## src/rtl/serial_subtractor_pkg.sv

```systemverilog
// rtl/serial_subtractor_pkg.sv - shared state encoding and default width for the bit-serial subtractor
package serial_subtractor_pkg;

    localparam int DEFAULT_WIDTH = 8;

    typedef enum logic [1:0] {
        IDLE  = 2'd0,
        SHIFT = 2'd1,
        DONE  = 2'd2
    } state_t;

endpackage

```

## src/rtl/serial_subtractor_if.sv

```systemverilog
// rtl/serial_subtractor_if.sv - start/done request and result bundle between a controller and the subtractor
interface serial_subtractor_if
    import serial_subtractor_pkg::*;
#(
    parameter int WIDTH = DEFAULT_WIDTH
);

    logic             start;
    logic [WIDTH-1:0] a;
    logic [WIDTH-1:0] b;
    logic             busy;
    logic             done;
    logic [WIDTH-1:0] diff;
    logic             borrow;

    modport master (
        output start, a, b,
        input  busy, done, diff, borrow
    );

    modport slave (
        input  start, a, b,
        output busy, done, diff, borrow
    );

endinterface

```

## src/rtl/full_subtractor.sv

```systemverilog
// rtl/full_subtractor.sv - combinational 1-bit full subtractor built from two half-subtractor stages
module full_subtractor (
    input  logic x,
    input  logic y,
    input  logic bin,
    output logic d,
    output logic bout
);

    logic w_d1;
    logic w_b1;
    logic w_b2;

    // First stage x - y, second stage subtracts the incoming borrow from that difference.
    assign w_d1 = x ^ y;
    assign w_b1 = ~x & y;
    assign d    = w_d1 ^ bin;
    assign w_b2 = ~w_d1 & bin;
    assign bout = w_b1 | w_b2;

endmodule

```

## src/rtl/serial_subtractor.sv

```systemverilog
// rtl/serial_subtractor.sv - bit-serial unsigned a - b, LSB first, one bit per clock behind start/done
module serial_subtractor
    import serial_subtractor_pkg::*;
#(
    parameter int WIDTH = DEFAULT_WIDTH
) (
    input  logic                clk,
    input  logic                rst,
    serial_subtractor_if.slave  bus
);

    localparam int               CNT_W = $clog2(WIDTH);
    localparam logic [CNT_W-1:0] LAST  = CNT_W'(WIDTH - 1);

    state_t           r_state;
    logic [CNT_W-1:0] r_cnt;
    logic [WIDTH-1:0] r_a_sr;
    logic [WIDTH-1:0] r_b_sr;
    logic [WIDTH-1:0] r_part;
    logic [WIDTH-1:0] r_diff;
    logic             r_bflop;
    logic             r_borrow;
    logic             r_busy;
    logic             r_done;

    logic             w_d;
    logic             w_bout;
    logic [WIDTH-1:0] w_part_next;

    full_subtractor u_cell (
        .x    (r_a_sr[0]),
        .y    (r_b_sr[0]),
        .bin  (r_bflop),
        .d    (w_d),
        .bout (w_bout)
    );

    // Result bits enter at the MSB so after WIDTH steps bit 0 lands in position 0.
    assign w_part_next = (r_part >> 1) | {w_d, {(WIDTH-1){1'b0}}};

    always_ff @(posedge clk or posedge rst) begin
        if (rst) begin
            r_state  <= IDLE;
            r_cnt    <= '0;
            r_a_sr   <= '0;
            r_b_sr   <= '0;
            r_part   <= '0;
            r_diff   <= '0;
            r_bflop  <= 1'b0;
            r_borrow <= 1'b0;
            r_busy   <= 1'b0;
            r_done   <= 1'b0;
        end else begin
            case (r_state)
                IDLE, DONE: begin
                    r_done <= 1'b0;
                    if (bus.start) begin
                        r_a_sr  <= bus.a;
                        r_b_sr  <= bus.b;
                        r_part  <= '0;
                        r_bflop <= 1'b0;
                        r_cnt   <= '0;
                        r_busy  <= 1'b1;
                        r_state <= SHIFT;
                    end else begin
                        r_busy  <= 1'b0;
                        r_state <= IDLE;
                    end
                end
                SHIFT: begin
                    r_part  <= w_part_next;
                    r_a_sr  <= r_a_sr >> 1;
                    r_b_sr  <= r_b_sr >> 1;
                    r_bflop <= w_bout;
                    r_cnt   <= r_cnt + CNT_W'(1);
                    if (r_cnt == LAST) begin
                        r_diff   <= w_part_next;
                        r_borrow <= w_bout;
                        r_busy   <= 1'b0;
                        r_done   <= 1'b1;
                        r_state  <= DONE;
                    end
                end
                default: begin
                    r_busy  <= 1'b0;
                    r_done  <= 1'b0;
                    r_state <= IDLE;
                end
            endcase
        end
    end

    assign bus.busy   = r_busy;
    assign bus.done   = r_done;
    assign bus.diff   = r_diff;
    assign bus.borrow = r_borrow;

endmodule

```

## src/flat_wrapper.sv

```systemverilog
// flat-port wrapper written by rule: the top's interface ports become plain ports
module serial_subtractor_flat import serial_subtractor_pkg::*;
#(
    parameter int WIDTH = DEFAULT_WIDTH
)
  (clk, rst, bus_start, bus_a, bus_b, bus_busy, bus_done, bus_diff, bus_borrow);
  serial_subtractor_if #(.WIDTH(WIDTH)) bus_i ();
  input  logic clk;
  input  logic rst;
  input wire logic [$bits(bus_i.start)-1:0] bus_start;
  input wire logic [$bits(bus_i.a)-1:0] bus_a;
  input wire logic [$bits(bus_i.b)-1:0] bus_b;
  output wire logic [$bits(bus_i.busy)-1:0] bus_busy;
  output wire logic [$bits(bus_i.done)-1:0] bus_done;
  output wire logic [$bits(bus_i.diff)-1:0] bus_diff;
  output wire logic [$bits(bus_i.borrow)-1:0] bus_borrow;
  assign bus_i.start = bus_start;
  assign bus_i.a = bus_a;
  assign bus_i.b = bus_b;
  assign bus_busy = bus_i.busy;
  assign bus_done = bus_i.done;
  assign bus_diff = bus_i.diff;
  assign bus_borrow = bus_i.borrow;
  serial_subtractor #(.WIDTH(WIDTH)) u_core (.clk(clk), .rst(rst), .bus(bus_i));
endmodule
```

## config.mk

```make
export PLATFORM = sky130hd
export DESIGN_NAME = serial_subtractor_flat
export DESIGN_NICKNAME = d
export VERILOG_FILES = /design/src/rtl/serial_subtractor_pkg.sv /design/src/rtl/serial_subtractor_if.sv /design/src/rtl/full_subtractor.sv /design/src/rtl/serial_subtractor.sv /design/src/flat_wrapper.sv
export SDC_FILE = /design/constraint.sdc
export NUM_CORES = 1
export LEC_CHECK = 0
export CELL_PAD_IN_SITES_DETAIL_PLACEMENT = 1
export CELL_PAD_IN_SITES_GLOBAL_PLACEMENT = 1
export CORE_MARGIN = 2
export CORE_UTILIZATION = 47
export DETAILED_ROUTE_END_ITERATION = 10
export PLACE_DENSITY_LB_ADDON = 0.1
export SETUP_SLACK_MARGIN = 0.1
export SLEW_MARGIN = 20
export SYNTH_ARGS = -nofsm -noshare
export SYNTH_HDL_FRONTEND = slang
export SYNTH_SLANG_ARGS = --single-unit
```

## constraint.sdc

```tcl
create_clock -name clk -period 2.4 [get_ports clk]
set_input_delay 0.48 -clock clk [delete_from_list [all_inputs] [get_ports clk]]
set_output_delay 0.48 -clock clk [all_outputs]
set_load 0.005 [all_outputs]
```

* Word-level counts from Yosys, hierarchy flattened
Index checks and enable logic that the tools add are counted.
Cells by class: bitwise gates (word level) 8, reduce and logical (&&, ||, !) cells 5, add/sub/neg operators 1, eq/ne operators 5, multiplexer cells 18
Operators by type and width (count):
- 8-bit one-hot mux with 2 select lines | 3
- 8-bit two-way mux | 3
- 7-bit by 8-bit bitwise OR with 8-bit output | 1
- 1-bit two-way mux | 6
- 3-bit one-hot mux with 2 select lines | 1
- 1-bit one-hot mux with 2 select lines | 2
- 2-bit one-hot mux with 2 select lines | 1
- 2-bit AND reduction | 2
- 3-bit by 1-bit adder with 3-bit output (second input constant) | 1
- 3-bit equality test (second input constant) | 1
- 3-bit two-way mux | 1
- 1-bit AND | 2
- 2-bit by 1-bit equality test with 1-bit output (second input constant) | 1
- 2-bit equality test (second input constant) | 1
- 2-bit zero test | 1
- 2-bit two-way mux | 1
- 2-bit by 1-bit != test with 1-bit output (second input constant) | 1
- 2-bit != test (second input constant) | 1
- 1-bit inverter | 2
- 2-bit nonzero test | 1
- 2-bit OR reduction | 1
- 1-bit XOR | 2
- 1-bit bitwise OR | 1
Word-level totals: register bits after elaboration 41, output and inout bits 11, input port bits 19

* Logic depth before layout (Yosys ltp)
Gate-level depths: netlist (run 1).
depth after elaboration 5, mapped depth 5

* By module
From an unflattened synthesis (run 1), not the netlist that was laid out.
Unflattened totals: cells, all modules 143, area, all modules 1783.0 sq um
By module, submodules not included:
- serial_subtractor | times used 1, area each 1751.7 sq um, cells an instance 139
- full_subtractor | times used 1, area each 31.3 sq um, cells an instance 4

* Least setup slack after synthesis (run 1)
No wires, ideal clock.
path type flip-flop to flip-flop, start reg u_core.r_cnt[0], end reg u_core.r_diff[0], in the netlist u_core.bus.diff[0], period minus slack after synthesis 1.432 ns, required time 2.275 ns, setup slack 0.968 ns, arrival 1.307 ns, setup time 0.125 ns, path buffers 1, stages on the path, launching flop included 6, path through dfrtp_1 ha_1 ha_1 nand3b_1 buf_6 mux2_4
Between the ends: word-level cells in the longest chain between the ends 2
Ends and longest elaborated chain:
- from (decl) | line serial_subtractor.sv:16 | logic [CNT_W-1:0] r_cnt;
- from (signal assigned) | line serial_subtractor.sv:75 | r_cnt <= r_cnt + CNT_W'(1);
- 3-bit equality test | line serial_subtractor.sv:76 | if (r_cnt == LAST) begin
- 2-bit AND reduction (no source line)
- to (signal assigned) | line serial_subtractor.sv:77 | r_diff <= w_part_next;
- to (decl) | line serial_subtractor.sv:20 | logic [WIDTH-1:0] r_diff;
No other way between the ends. A chain may end at the register's enable or synchronous reset.

* Worst setup path in the final report (run 1)
start reg u_core.r_done, in the netlist u_core.bus.done, end out bus_done
RTL lines:
- from (decl) | line serial_subtractor.sv:24 | logic r_done;
- from (signal assigned) | line serial_subtractor.sv:52 | r_done <= 1'b0;
- from (signal assigned) | line serial_subtractor.sv:56 | r_done <= 1'b0;
- from (signal assigned) | line serial_subtractor.sv:80 | r_done <= 1'b1;
- to (decl) | line flat_wrapper.sv:14 | output wire logic [$bits(bus_i.done)-1:0] bus_done;
No word-level cell between the ends.

==> flow_summary.yaml, run 1 <==
outcome:
  status: "completed"
worst_setup_path:
  cp_data_required_time_ps: 1920
  crit_path_start_kind: "register"
  arrival_ps: 1350
  r2r_start: "u_core.r_cnt[0]$_DFFE_PP0P_"
  cp-end-kind: "primary output"
  worstPathMaxFanout: 11
  worst-r2r-setup-slack_ps: 710
  r2r-end: "u_core.bus.diff[3]$_DFFE_PP0P_"
  worstRegToRegCells: 5
  critPathKind: "reg -> out"
sta:
  hold_ws_ps: 513
  final_max_slew_viol_count: 0
  max_freq_mhz: 546
  min_period_ps: 1830
  finalHoldViolCount: 0
  tns_ps: 0
  final.period_utilization: 0.763
  worst_slew_pin_slew_ps: 574
  slew-limit-headroom: 0.617
  fin_ws_ps: 568
  setup_violations: 0
  rsz0062_at_grt: "no"
  clock_skew_ps: 4.26
synth:
  synthXorXnorAreaFrac: 0.00440
  yosysSeqAreaShare: 0.491
  yosys_warnings: 0
  syn_inst: 152
  yosysUniqueCellTypes: 23
  synth_top_family_by_area: "multiplexers"
  mappedNetlistNets: 174
  yosys.area_share.simple: 0.0509
  avgSynthCellArea_sq_um: 13.1
  synth-compound-area-share: 0.0616
  ys_ff_latch: 39
  syn_area_sq_um: 1990
  synth.area.mux_share: 0.293
  synthAdderAreaFrac: 0.0226
placement:
  portBuffers: 29
  gp_congestion: 0.716
  dp_worst_setup_slack_ps: 429
  placed_cell_area_sq_um: 2310
  dp_cells: 229
  hpwl_um: 2820
run:
  cap_violations: 0
clocking:
  post_cts_resize_count: 0
  hold_buffers: 0
  numClockSinks: 39
  post_cts_buffers: 0
  cts_buffer_depth: 2
  root_buffer: "clkbuf_8"
  h-tree-depth: 2
  cts_buffers: 5
  clk_pin_slew_ps: 70
  cts_tree: "built"
  clk_latency_ps: 290
die:
  fp.dieW_um: 69.1
  start_util: 0.494
  coreArea_sq_um: 4030
  num_rows: 23
  die_area_sq_um: 4770
  io_pins: 30
  die_y_um: 69.1
power:
  ir_worst_vdd_uv: 440
  total_power_mw: 2.93
  powerDensity_nw_per_um2: 1200
  leakagePower_nw: 1.17
hold_path:
  hold_end: "u_core.bus.busy$_DFFE_PP0P_"
  hold_depth: 1
  hp-start: "u_core.bus.busy$_DFFE_PP0P_"
  worstHoldPathType: "reg -> reg"
layout:
  layout-drive-gt1-share: 0.134
  utilization: 0.606
  stdcell_count: 237
  area_growth_syn_to_layout_pct: 22.8
  fin_nets: 208
  num_antenna_cells: 0
  design_area_sq_um: 2440
global_routing:
  grt_pass1_wl_um: 7050
  grt_antenna_before_repair: 0
  grt_max_degree: 40
  grt_pass1_vias: 1428
  gr-usage-all-layers: 0.188
  grt_overflow: 0
drt:
  drt-pass1-iter-count: 4
  drt.antenna.violating_nets: 0
  drt_first_iter_violations: 83
  routedWlPerCell_um: 17.0
  wirelength_um: 4030
  via_per_inst: 5.34
  drc: 0
  num_vias: 1266
cell families after synthesis:
logic type | count (synthesis)
buffers and inverters | 25
xor gates and xnor gates | 1
muxes | 54
adders and majority gates | 3
DFF | 39
AOI/OAI and AO/OA | 15
and+or+nand+nor | 15
critical path, cell delays in order, from the launching register on:
cell and delay, ps:
dfrtp_1 320, buf_4 210, clkdlybuf4s50_1 530
placed cells by master, fill, tap and decap left out, types with 3 or more instances in the layout:
master	n
a22o_1	3
buf_4	9
clkbuf_8	5
clkdlybuf4s50_1	29
dfrtp_1	39
inv_1	14
mux2_4	8
mux2i_1	44
nand3b_1	9
o31ai_1	7
registers in the layout, indices dropped and copies added (netlist names):
register           cells
u_core.bus.diff        8
u_core.bus.done        1
u_core.r_bflop         1
u_core.r_cnt           3
u_core.bus.busy        1
u_core.bus.borrow      1
u_core.r_a_sr          8
u_core.r_b_sr          8
u_core.r_part          7
u_core.r_state         1
synth_stat cells:
library cell,n,area [sq um]
a21o_1,1,7.51
a22o_1,3,26.3
a31o_1,1,8.76
a32o_1,1,10.0
buf_2,2,10.0
buf_4,3,22.5
buf_6,6,67.6
dfrtp_1,39,976
fa_1,1,20.0
ha_1,2,25.0
inv_1,14,52.6
mux2_1,2,22.5
mux2_4,8,120
mux2i_1,44,440
nand2b_1,2,12.5
nand3_1,1,5.00
nand3b_1,9,67.6
nor2_1,1,3.75
nor2b_1,2,12.5
o21ai_1,1,5.00
o31ai_1,7,52.6
o31ai_2,1,12.5
xnor2_1,1,8.76
how the worst max path moves through the flow:
stage / startpoint / to / slack [ps] / cells past startpoint
floorplan: u_core.r_cnt[0]$_DFFE_PP0P_ / u_core.bus.diff[0]$_DFFE_PP0P_ / 970 / 5
global placement: bus_start / u_core.r_b_sr[2]$_DFFE_PP0P_ / 530 / 4
detailed placement: bus_start / u_core.r_a_sr[5]$_DFFE_PP0P_ / 430 / 4
CTS: u_core.bus.done$_DFFE_PP0P_ / bus_done / 550 / 2
global route: u_core.bus.done$_DFFE_PP0P_ / bus_done / 520 / 2
finish: u_core.bus.done$_DFFE_PP0P_ / bus_done / 570 / 2
power by group:
part           internal [mW]  total, mW  switching (mW)
Combinational          0.647       1.10           0.455
Sequential             0.944       1.19           0.242
Clock                  0.416      0.644           0.229
Total                   2.01       2.93           0.925
area by class of cell:
cell class,instances,area (sq um)
Multi-Input combinational cell,88,861
Inverter,14,52.6
Fill cell,416,1590
Tap cell,50,62.6
Clock buffer,6,72.6
Clock inverter,2,60.1
Sequential cell,39,976
Timing Repair Buffer,38,358
routing by layer:
metal,part of all wire,global-route usage,vias to the layer above
li1,-,-,599
met1,0.44,0.231,639
met2,0.51,0.319,22
met3,0.034,0.0526,6
met4,0.013,0.0588,0
met5,0,0,-
No activity file was read; power rests on OpenSTA's default activity.
==> run 2, diff against run 1 <==
--- a/config.mk
+++ b/config.mk
@@ -8,7 +8,7 @@
 export CELL_PAD_IN_SITES_DETAIL_PLACEMENT = 1
 export CELL_PAD_IN_SITES_GLOBAL_PLACEMENT = 1
 export CORE_MARGIN = 2
-export CORE_UTILIZATION = 47
+export CORE_UTILIZATION = 39
 export DETAILED_ROUTE_END_ITERATION = 10
 export PLACE_DENSITY_LB_ADDON = 0.1
 export SETUP_SLACK_MARGIN = 0.1
==> constraint.sdc (replaced) <==
create_clock -name clk -period 1.5 [get_ports clk]
set_input_delay 0.3 -clock clk [delete_from_list [all_inputs] [get_ports clk]]
set_output_delay 0.3 -clock clk [all_outputs]
set_load 0.005 [all_outputs]
==> run 2 against run 1 <==
Net effect: clock-buffer cell count unchanged; clock power increased by 39%; critical path depth increased by 3; cell count increased by 11%; sequential power increased by 55%; largest power group is now combinational logic; global-route usage decreased by 3.0 points; routed wire length increased by 1.6%; non-clock buffer count increased by 10; largest cell class unchanged; core utilization decreased by 7.3 points; clock skew about the same; sequential cell count unchanged.
==> flow_summary.yaml, run 2 (synthesis results as in run 1) <==
sta:
  final_max_slew_viol_count: 0
  worst_slew_pin_slew_ps: 463
  setup_violations: 0
  final.period_utilization: 0.992
  slew-limit-headroom: 0.690
  clock_skew_ps: 4.70
  rsz0062_at_grt: "yes"
  fin_ws_ps: 12.5
  min_period_ps: 1490
  max_freq_mhz: 672
  finalHoldViolCount: 0
clocking:
  clk_latency_ps: 290
  h-tree-depth: 2
  clk_pin_slew_ps: 80
  cts_tree: "built"
  cts_buffers: 5
  numClockSinks: 39
  cts_buffer_depth: 2
  root_buffer: "clkbuf_8"
global_routing:
  grt_antenna_before_repair: 0
  grt_overflow: 0
  grt_pass1_wl_um: 6910
  grt_pass1_vias: 1478
  gr-usage-all-layers: 0.158
  grt_max_degree: 40
worst_setup_path:
  cp_data_required_time_ps: 1670
  worst-r2r-setup-slack_ps: 10
  cp_top_family: "flip-flops"
  cp-endpoint: "u_core.bus.diff[2]$_DFFE_PP0P_"
  cp.depth: 5
  startpoint: "u_core.r_cnt[1]$_DFFE_PP0P_"
  worstRegToRegCells: 5
  worstPathMaxFanout: 3
  arrival_ps: 1660
  crit_path_start_kind: "register"
  slowest_delay_ps: 390
  cp.buffers_inverters: 1
  path_cells: "ha_2 -> ha_4 -> nand3b_1 -> buf_4 -> mux2_4"
  cp_slowest_cell: "dfrtp_1"
  critPathKind: "reg -> reg"
  cp-end-kind: "register"
  r2r_start: "u_core.r_cnt[1]$_DFFE_PP0P_"
  r2r-end: "u_core.bus.diff[2]$_DFFE_PP0P_"
placement:
  portBuffers: 29
  hpwl_um: 2970
  dp_worst_setup_slack_ps: -18.1
  gp_congestion: 0.705
drt:
  via_per_inst: 5.04
  drc: 0
  wirelength_um: 4100
  drt.antenna.violating_nets: 0
  routedWlPerCell_um: 15.5
  drt_first_iter_violations: 66
  num_vias: 1330
  drt-pass1-iter-count: 4
layout:
  num_antenna_cells: 0
  layout-drive-gt1-share: 0.208
  fillers: 529
  final_cell_mix: "mux2i_1, dfrtp_1, clkdlybuf4s50_1"
  multiInputGateArea_sq_um: 882
  fin_nets: 218
  layout_commonest_cell: "mux2i_1"
  regArea_sq_um: 977
  area_growth_syn_to_layout_pct: 29.1
die:
  start_util: 0.413
  fp.dieW_um: 75.4
  die_y_um: 75.4
  num_rows: 25
  die_area_sq_um: 5690
  io_pins: 30
  coreArea_sq_um: 4820
power:
  p_int_mw: 3.15
  p_seq_frac: 0.395
  leakagePower_nw: 1.26
  powerDensity_nw_per_um2: 1820
  combPwrFrac: 0.414
  ir_worst_vdd_uv: 721
  total_power_mw: 4.67
  netSwitchingPower_mw: 1.52
  p_sw_frac: 0.325
  pwr-share-clk: 0.191
run:
  cap_violations: 0
outcome:
  status: "completed"
hold_path:
  worstHoldPathType: "in -> async"
==> run 2: cell types whose count changed in the layout (fill, tap and decap cells not counted), sizes merged <==
cell           before  now
clkdlybuf4s50      29   18
dlygate4sd2         0   11
buf                 9   19
bufinv              2    1
clkinv              0    1
==> run 2: what timing repair did <==
| action | in CTS | in global routing |
|---|---|---|
| hold buffers | 0 | 0 |
| resized for setup | 15 | 3 |
| gates cloned | 0 | 0 |
| setup endpoints to repair | 36 | 15 |
| setup buffers | 5 | 1 |
==> run 2: worst min path at each step <==
stage	startpoint	to	slack, ps	cells past startpoint
floorplan	bus_b[7]	u_core.r_b_sr[7]$_DFFE_PP0P_	470	2
global placement	u_core.bus.busy$_DFFE_PP0P_	u_core.bus.busy$_DFFE_PP0P_	490	1
detailed placement	u_core.bus.diff[0]$_DFFE_PP0P_	u_core.bus.diff[0]$_DFFE_PP0P_	500	1
CTS	rst	u_core.r_a_sr[3]$_DFFE_PP0P_	390	3
global route	rst	u_core.r_a_sr[3]$_DFFE_PP0P_	420	3
finish	rst	u_core.bus.borrow$_DFFE_PP0P_	380	3
==> run 2: stage by stage <==
step	hold slack [ps]	std cells	area (sq um)	util	TNS, ps
3_5_place_dp	500	250	2390	0.496	-43.5
2_1_floorplan	468	152	1990	-	0
4_1_cts	385	263	2550	0.529	0
6_report	380	264	2570	0.533	0
5_1_grt	419	264	2570	0.533	-127
3_3_place_gp	489	250	2390	0.496	0
==> run 2: layout make-up <==
class                           instances  share of cell area
Clock buffer                            6              0.0321
Clock inverter                          2              0.0136
Inverter                               14              0.0205
Multi-Input combinational cell         88               0.343
Sequential cell                        39               0.380
Tap cell                               67              0.0326
Timing Repair Buffer                   48               0.177
==> run 2: routing by layer <==
metal | up-vias | global-route usage | wire length (um)
met5 | - | 0 | 0
met4 | 0 | 0.0292 | 30
met3 | 4 | 0.0331 | 136
met2 | 21 | 0.302 | 2240
met1 | 686 | 0.181 | 1700
li1 | 619 | - | -
==> run 2: power groups by stage <==
stage          registers [mW]  logic (mW)  clock network [mW]
2_1_floorplan            1.79        1.30                   0
3_3_place_gp             1.84        1.79                   0
3_5_place_dp             1.88        1.89                   0
4_1_cts                  1.85        1.90               0.926
5_1_grt                  1.91        2.13               0.957
6_report                 1.84        1.93               0.893
==> run 2: worst reg2reg max path: stages (launching register included) <==
cell	delay [ps]
dfrtp_1	390
ha_2	200
ha_4	150
nand3b_1	160
buf_4	180
mux2_4	300
